[config.mk]
export PLATFORM = sky130hd
export DESIGN_NAME = blink_meter
export DESIGN_NICKNAME = d
export VERILOG_FILES = /design/src/rtl/blink_meter.sv
export SDC_FILE = /design/constraint.sdc
export NUM_CORES = 1
export LEC_CHECK = 0
export CAP_MARGIN = 20
export CORE_ASPECT_RATIO = 1.75
export CORE_MARGIN = 3
export CORE_UTILIZATION = 50
export DETAILED_ROUTE_END_ITERATION = 7
export HOLD_SLACK_MARGIN = 0.15
export PLACE_DENSITY = 0.74
export SYNTH_ARGS = -nofsm -noshare
export SYNTH_HDL_FRONTEND = slang
export SYNTH_SLANG_ARGS = --single-unit
[constraint.sdc]
create_clock -name clk -period 3.3 [get_ports clk]
set_clock_uncertainty 0.1 [all_clocks]
set_input_delay 0.825 -clock clk [delete_from_list [all_inputs] [get_ports clk]]
set_output_delay 0.825 -clock clk [all_outputs]
set_load 0.01 [all_outputs]
[src/rtl/blink_meter.sv]
`default_nettype none
// ============================================================================
// Module      : blink_meter
// Description : Measures the rising-to-rising period of an asynchronous,
//               slowly toggling input in clk cycles. Two-flop synchroniser,
//               rising-edge detect, saturating period counter, one-cycle
//               valid strobe per completed period, overflow and stuck flags.
// Revision    : 1.0 - initial release
// ============================================================================
module blink_meter #(
  parameter int WIDTH = 16
) (
  input  logic             clk,
  input  logic             rst,
  input  logic             sig_in,
  output logic             level,
  output logic [WIDTH-1:0] period,
  output logic             valid,
  output logic             overflow,
  output logic             stuck
);

  localparam logic [WIDTH-1:0] C_MAX = '1;
  localparam logic [WIDTH-1:0] C_ONE = {{(WIDTH-1){1'b0}}, 1'b1};

  typedef enum logic [0:0] {
    IDLE = 1'b0,
    MEAS = 1'b1
  } state_t;

  // Synchroniser chain; s3 only feeds the edge detector.
  logic s1_q, s2_q, s3_q;
  logic s1_d, s2_d, s3_d;
  logic rise;

  state_t           state_q, state_d;
  logic [WIDTH-1:0] cnt_q, cnt_d;
  logic [WIDTH-1:0] period_q, period_d;
  logic             valid_q, valid_d;
  logic             overflow_q, overflow_d;
  logic             stuck_q, stuck_d;

  // Synchroniser next values; no debounce, a single high sample is an edge.
  always_comb begin
    s1_d = sig_in;
    s2_d = s1_q;
    s3_d = s2_q;
  end

  assign rise = s2_q & ~s3_q;

  // Measurement FSM: first edge arms the counter, later edges report it.
  always_comb begin
    state_d    = state_q;
    cnt_d      = cnt_q;
    period_d   = period_q;
    overflow_d = overflow_q;
    valid_d    = 1'b0;
    unique case (state_q)
      IDLE: begin
        cnt_d = '0;
        if (rise) begin
          state_d = MEAS;
          cnt_d   = C_ONE;
        end
      end
      MEAS: begin
        if (rise) begin
          period_d   = cnt_q;
          overflow_d = (cnt_q == C_MAX);
          valid_d    = 1'b1;
          cnt_d      = C_ONE;
        end else if (cnt_q != C_MAX) begin
          cnt_d = cnt_q + C_ONE;
        end
      end
      default: begin
        state_d = IDLE;
        cnt_d   = '0;
      end
    endcase
    // Registered so that stuck always mirrors the current state/count.
    stuck_d = (state_d == MEAS) && (cnt_d == C_MAX);
  end

  // State and output registers; reset also clears the synchroniser so a
  // high input at deassert is seen as a fresh first edge.
  always_ff @(posedge clk) begin
    if (rst) begin
      s1_q       <= 1'b0;
      s2_q       <= 1'b0;
      s3_q       <= 1'b0;
      state_q    <= IDLE;
      cnt_q      <= '0;
      period_q   <= '0;
      valid_q    <= 1'b0;
      overflow_q <= 1'b0;
      stuck_q    <= 1'b0;
    end else begin
      s1_q       <= s1_d;
      s2_q       <= s2_d;
      s3_q       <= s3_d;
      state_q    <= state_d;
      cnt_q      <= cnt_d;
      period_q   <= period_d;
      valid_q    <= valid_d;
      overflow_q <= overflow_d;
      stuck_q    <= stuck_d;
    end
  end

  assign level    = s2_q;
  assign period   = period_q;
  assign valid    = valid_q;
  assign overflow = overflow_q;
  assign stuck    = stuck_q;

endmodule
`default_nettype wire

---- Word-level counts from Yosys, hierarchy flattened ----
Index checks and enable logic that the tools add are counted.
operators by class
  muxes and demuxes ....................... 6
  bitwise gates (word level) .............. 3
  add/subtract/negate cells ............... 1
  reductions and logical operators ........ 3
  equal/unequal tests ..................... 3
operator list
  cell                                           count
  equality test 16 bit, second input constant    2
  two-way mux 16 bit                             2
  one-hot mux 16 bit (2 select lines)            1
  adder 16 x 1 -> 16 bit, second input constant  1
  inequality test 16 bit, second input constant  1
  two-way mux 1 bit                              3
  NOT 1 bit                                      2
  AND reduction 2 bit                            1
  OR reduction 2 bit                             1
  bitwise AND 1 bit                              1
  logical AND 1 bit                              1
word-level totals
  register bits ........................... 39
  output and inout bits ................... 20

---- Longest topological paths before layout ----
Gate-level depths: netlist of the first run.
  depth after elaboration ................. 6
  gate-level depth with buffers ........... 7

---- Worst setup path after synthesis of the first run ----
Ideal clock, no wire load.
  path type ............................... flip-flop to flip-flop
  start point ............................. reg cnt_q[0]
  end point ............................... reg stuck_q (netlist: stuck)
  cell stages (with the launch flop) ...... 8
  required time ........................... 3.112 ns
  slack ................................... 0.965 ns
  data arrival time ....................... 2.147 ns
  clock period less this slack ............ 2.335 ns
  cell sequence ........................... dfxtp_1 ha_1 nand3_2 nor4_4 nor2_2 or2_0 or3_1 nor4_2
between the ends
  word-level cells in the longest chain between the ends .. 6
  elaborated cells between the ends (all ways) .. 7
  classes of those cells .................. add/sub: 1; eq/ne: 2; mux: 3; reduce/logical: 1
RTL lines
  what                                                              line    source
  start, declared                                                   37      logic [WIDTH-1:0] cnt_q, cnt_d;
  start signal, assigned                                            104     cnt_q <= cnt_d;
  adder 16 x 1 -> 16 bit or inequality test 16 bit (tied branches)  74, 73
  two-way mux 16 bit *                                              73      end else if (cnt_q != C_MAX) begin
  two-way mux 16 bit *                                              68      if (rise) begin
  one-hot mux 16 bit (2 select lines) *                             59      unique case (state_q)
  equality test 16 bit *                                            83      stuck_d = (state_d == MEAS) && (cnt_d == C_MAX);
  logical AND 1 bit *                                               83
  end signal, assigned                                              108     stuck_q <= stuck_d;
  end, declared                                                     41      logic stuck_q, stuck_d;
Mark *: on every way between the ends. The rest lies on a longest branch, timed or not.
A chain may end at the register's enable or synchronous reset.

---- Worst setup path in the final report of the first run ----
Ends and elaborated chain as after synthesis.

==> metrics.md, run 1 <==
| Metric | Value |
|---|---|
| Outcome | `finished, final reports clean` |
| Setup bufs post-CTS | `0` |
| Core Box Area | `approximately 3200 um^2` |
| Area occupied by registers | `780.7 um^2` |
| RSZ-0062 raised after global routing | `no` |
| Num CTS Buffers | `5` |
| Drt first pass iters | `5` |
| Slew HR | `62.02%` |
| Die area | `4136 um^2` |
| Clock Tree Root | `clkbuf_8` |
| Die width | `approximately 50 um` |
| Global-route wire length before repair | `6561 um` |
| Mapped Cells | `slightly above 200` |
| Setup TNS | `0 ns` |
| Post_cts resized | `0` |
| H-tree levels | `2` |
| Vias in the first global route | `approximately 1500` |
| Fill count | `approximately 280` |
| Placed standard-cell area | `1936 um^2` |
| Worst-Margin Slew | `0.5683 ns` |
| Post-DP HPWL | `slightly below 3000 um` |
| Crit Reg-Reg Startpoint | `cnt_q[0]` |
| Initial drt markers | `54` |
| Fmax | `roughly 370 MHz` |
| Fin crit period | `between 2 and 3 ns` |
| Footprint of the multi-input gates | `around 850 um^2` |
| Initial core utilization | `52.59%` |
| R2R depth | `7` |
| CTS tree | `yes` |
| Total grt overflow | `0` |
| DRC viols | `0` |
| Layout area overhead | `21.65%` |
| Hold WS | `~0.36 ns` |
| Worst reg2reg setup slack | `about 0.63 ns` |
| Clk Latency, worst-skew pair | `slightly below 0.3 ns` |
| Slew Viols, Final | `0` |
| WL/cell | `14.25 um` |
| Required @ worst endpoint | `3.41 ns` |
| Routability Congestion | `0.8879` |
| PwrDens | `438.2 nW/um^2` |
| WS Path Type | `register to register` |
| Ant. Diodes | `0` |
| Design Area, Final | `2053 um^2` |
| Final core utilization | `63.98%` |
| Clk pin slew, worst setup/hold paths | `approximately 0.070 ns` |
| Ratio of cells with drive above 1 in the final layout | `under 10%` |
| Worst-path maximum fanout | `10` |
| Layout Nets | `230` |
| Post-route ant nets | `0` |
| Tcrit/Tclk final | `between 80% and 90%` |
| Syn avg cell area | `between 8 and 9 um^2` |
| Die height | `between 80 and 90 um` |
| Pin count of the biggest net entering global routing | `24` |
| Max cap viols | `0` |
| Hold crit path type | `register to register` |
| #FFs+latches synth | `39` |
| RR Endpoint | `stuck` |
| Num ports | `23` |
| Antenna violations before repair | `0` |
| Maximum vdd drop | `0.3673 mV` |
| Routed wire length | `between 3000 and 4000 um` |
| Input/output buffers | `22` |
| Synth unique cells | `40` |
| Synth warn | `0` |
| Sequential element share of the synthesized area | `about 46%` |
| Cts hold-fix bufs | `0` |
| Worst EP arrival | `around 2.8 ns` |
| Clock buffer depth | `2` |
| Row count | `27` |
| Via count | `roughly 1500` |
| Routed vias/inst | `between 5 and 6` |
| Asr flop ratio synth | `0%` |
| Ys flop type | `dfxtp_1` |
| CP endpoint kind | `register` |
| Min-delay src | `overflow` |
| Post-synth EDFFs | `0` |
| WHS Endpoint | `overflow` |
| Syn_nets | `approximately 210` |
| Total track usage | `between 20% and 30%` |
| Cell area after synthesis | `between 1500 and 2000 um^2` |
| Crit start category | `register` |
| Final hold violation count | `0` |
| Clock Sinks | `39` |
| Lkg Pwr | `between 0.6 and 0.7 nW` |
| Hold path depth | `2` |
| Setup Viol. Count Final | `0` |
[registers in the layout, indices dropped and copies added (netlist names)]
register / flops
overflow: 1
valid: 1
stuck: 1
period: 16
level: 1
s3_q: 1
state_q: 1
s1_q: 1
cnt_q: 16
[layout by cell type, fill, tap and decap left out, types with 6 or more instances in the layout]
cell and n:
dfxtp_1 39, nor3_1 6, o21ai_0 6, a21oi_1 19, nor2_1 21, clkbuf_8 6, clkdlybuf4s50_1 22, nand2_1 43
[cell families after synthesis]
group | Yosys count | share of synthesized area (%)
AOI/OAI and AO/OA | 39 | 13.86
adders and majority gates | 1 | 0.7412
and+or+nand+nor | 103 | 31.36
xor gates and xnor gates | 7 | 3.632
buffers and inverters | 15 | 3.558
muxes | 1 | 0.5931
DFF | 39 | 46.26
[synthesized netlist by cell type (all sizes together) (2+ instances only)]
library cell,instances,area share (%)
xnor2,4,2.1
nand2,43,9.6
xor2,3,1.6
a31oi,4,1.5
a21oi,19,5.6
nand3,6,2.1
o21ai,6,1.8
nor3,6,1.8
dfxtp,39,46
and3,2,0.82
buf,3,0.89
inv,5,1.1
clkbuf,7,1.6
nor4,8,4.6
nand3b,2,0.89
nor2b,4,1.5
nor2,22,5.0
a211oi,3,1.3
nand4,5,3.1
[where the power goes]
part           total [mW]  internal (mW)  switching [mW]
Sequential          0.476          0.473         0.00283
Combinational      0.0179        0.00726          0.0107
Clock               0.406          0.244           0.161
Total               0.900          0.725           0.175
[layout make-up]
cell class	count	area share (%)
well taps	43	2.620
clock inverters	2	1.706
inverters	5	0.9141
flip-flops and latches	39	38.03
clock buffers	6	4.022
repair buffers	24	11.46
multi-input cells	151	41.26
[metal layers]
metal  track usage, %  up-vias  wire length (um)
met2            35.83       38              2059
met3            4.668       11               148
met1            21.49      686              1499
li1                 -      752                 -
met5                0        -                 0
met4            11.08        0               138
[through the flow]
step / setup slack (ns) / total power [mW] / std cells
after floorplan: 0.9654 / 0.4968 / 205
after global placement: 0.7998 / 0.5044 / 262
after detailed placement: 0.6831 / 0.5049 / 262
after CTS: 0.6616 / 0.9088 / 270
after global routing: 0.3495 / 0.9297 / 270
final: 0.6332 / 0.8997 / 270
[how the worst max path moves through the flow]
stage	start	end	slack, ns	cells past startpoint
2_1_floorplan	cnt_q[0]	stuck	0.97	7
3_3_place_gp	cnt_q[0]	stuck	0.80	7
3_5_place_dp	cnt_q[0]	stuck	0.68	7
4_1_cts	cnt_q[0]	stuck	0.66	7
5_1_grt	cnt_q[0]	stuck	0.35	7
6_report	cnt_q[0]	stuck	0.63	7
[critical path, stage by stage, from the launching register on]
cell and delay (ns):
dfxtp_1 0.46, ha_1 0.32, nand3_2 0.26, nor4_4 0.52, nor2_2 0.08, or2_0 0.27, or3_1 0.37, nor4_2 0.20
Note: power is estimated with default switching activity, not from simulation.
==> inputs of run 2 (changes only) <==
--- a/config.mk
+++ b/config.mk
@@ -8,7 +8,7 @@
 export CAP_MARGIN = 20
 export CORE_ASPECT_RATIO = 1.75
 export CORE_MARGIN = 3
-export CORE_UTILIZATION = 50
+export CORE_UTILIZATION = 48
 export DETAILED_ROUTE_END_ITERATION = 7
 export HOLD_SLACK_MARGIN = 0.15
 export PLACE_DENSITY = 0.74
==> constraint.sdc (replaced) <==
create_clock -name clk -period 2.3 [get_ports clk]
set_clock_uncertainty 0.1 [all_clocks]
set_input_delay 0.575 -clock clk [delete_from_list [all_inputs] [get_ports clk]]
set_output_delay 0.575 -clock clk [all_outputs]
set_load 0.01 [all_outputs]
==> metrics.md, run 2 (same netlist as run 1, synthesis figures left out) <==
| Metric | Value |
|---|---|
| Num ports | `23` |
| Clock power frac | `45.4%` |
| Core Box Area | `~3200 um^2` |
| Comb pwr share | `2.3%` |
| Clk pin slew, worst setup/hold paths | `0.08 ns` |
| CP peak stage delay | `approximately 0.43 ns` |
| Worst-path maximum fanout | `8` |
| Via count | `roughly 1600` |
| Net Sw Power | `approximately 0.26 mW` |
| Finished Layout Cells | `between 200 and 300` |
| Switching fraction of total power | `20.17%` |
| Input/output buffers | `22` |
| Cell count after placement | `276` |
| PwrDens | `a little under 600 nW/um^2` |
| Routed vias/inst | `5.705` |
| Area occupied by registers | `slightly below 800 um^2` |
| Setup Viol. Count Final | `0` |
| Sequential share of power | `between 50% and 60%` |
| Antenna violations before repair | `0` |
| Fmax | `456.7 MHz` |
| Clock Tree Root | `clkbuf_8` |
| Global-route wire length before repair | `a little over 7000 um` |
| RR Endpoint | `stuck` |
| Fin crit period | `2.189 ns` |
| DRC viols | `0` |
| Drt first pass iters | `4` |
| Hold path depth | `1` |
| Required @ worst endpoint | `2.41 ns` |
| Most frequent cells in the layout | `43 x nand2_1, 38 x dfxtp_1, 22 x clkdlybuf4s50_1` |
| CTS tree | `yes` |
| Post-DP HPWL | `3014 um` |
| Initial core utilization | `a little over half` |
| Cell with the largest stage delay on the worst path | `a2111o_1` |
| Total grt overflow | `0` |
| Footprint of the multi-input gates | `about 900 um^2` |
| Power Total | `1.305 mW` |
| Vias in the first global route | `1600` |
| Routed wire length | `approximately 4400 um` |
| Crit start category | `register` |
| WHS Endpoint | `level` |
| Ant. Diodes | `0` |
| Min-delay src | `s1_q` |
| Final hold violation count | `0` |
| Outcome | `finished, final reports clean` |
| Clock buffer depth | `2` |
| Routability Congestion | `approximately 0.91` |
| Total track usage | `22.10%` |
| Clk Latency, worst-skew pair | `roughly 0.30 ns` |
| Worst-Margin Slew | `between 0.5 and 0.6 ns` |
| Slew HR | `61.01%` |
| Layout area overhead | `33.14%` |
| Initial drt markers | `46` |
| Hold crit path type | `register to register` |
| Die area | `4292 um^2` |
| Worst Path Buf+Inv | `0` |
| Layout Nets | `248` |
| Row count | `27` |
| H-tree levels | `2` |
| Max cap viols | `0` |
| Post-route ant nets | `0` |
| Maximum vdd drop | `0.4454 mV` |
| R2R depth | `6` |
| Die width | `between 50 and 60 um` |
| Lkg Pwr | `around 0.75 nW` |
| Cell family with most CP delay | `simple AND/OR/NAND/NOR gates` |
| Hold WS | `about 0.34 ns` |
| Num CTS Buffers | `5` |
| Worst reg2reg setup slack | `between 0.1 and 0.15 ns` |
| Final core utilization | `roughly 69%` |
| Pin count of the biggest net entering global routing | `24` |
| Ratio of cells with drive above 1 in the final layout | `between 10% and 20%` |
| Die height | `84.45 um` |
| Most common cell after layout, fill and taps aside | `nand2_1` |
| WS Path Type | `register to register` |
| Internal Power | `~1.0 mW` |
| Slew Viols, Final | `0` |
| Fill count | `~280` |
| Crit Reg-Reg Startpoint | `cnt_q[10]` |
| WL/cell | `15.14 um` |
| CP Cell Sequence | `nand4_2, nor2_1, a211oi_2, xnor2_1, a2111o_1, nor4_2` |
| Tcrit/Tclk final | `95.19%` |
| CP endpoint kind | `register` |
| Clock Sinks | `39` |
| Worst EP arrival | `2.29 ns` |
## run 2: routing by layer
layer	up-vias	global-route usage, %	wire length [um]
met5	-	0	0
met4	0	14.95	207
met3	17	4.618	233
met2	67	35.95	2226
met1	771	25.28	1693
li1	788	-	-
## run 2: what timing repair did
| action | 4_1_cts | 5_1_grt |
|---|---|---|
| gates resized for setup | 0 | 8 |
| endpoints found under the setup margin | 0 | 1 |
| hold buffers | 0 | 0 |
| setup buffers | 0 | 4 |
## run 2: worst max path at each step
| stage | startpoint | end | depth (start not counted) |
|---|---|---|---|
| 6_report | cnt_q[10] | stuck | 6 |
| 3_5_place_dp | cnt_q[6] | stuck | 6 |
| 3_3_place_gp | cnt_q[5] | stuck | 6 |
| 4_1_cts | cnt_q[6] | stuck | 6 |
| 2_1_floorplan | cnt_q[0] | stuck | 7 |
| 5_1_grt | cnt_q[5] | stuck | 6 |
## run 2: area by class of cell
type                            count  area share, %
Inverter                            5         0.8352
Clock inverter                      2          1.559
Sequential cell                    39          34.80
Timing Repair Buffer               42          16.48
Tap cell                           43          2.394
Multi-Input combinational cell    151          40.26
Clock buffer                        6          3.675
## run 2: power groups by stage
stage,Combinational [mW],Clock [mW],Sequential (mW)
CTS,0.0294,0.600,0.682
global placement,0.0284,0,0.697
finish,0.0298,0.593,0.682
floorplan,0.0147,0,0.698
detailed placement,0.0292,0,0.698
global route,0.0324,0.627,0.683
## run 2: through the flow
stage	worst slack [ns]	area [um^2]	TNS, ns
after floorplan	0.03392	1698	0
after global placement	0.1409	2051	0
after detailed placement	0.09467	2051	0
after CTS	0.05306	2168	0
after global routing	-0.03105	2247	-0.03105
final	0.1105	2247	0
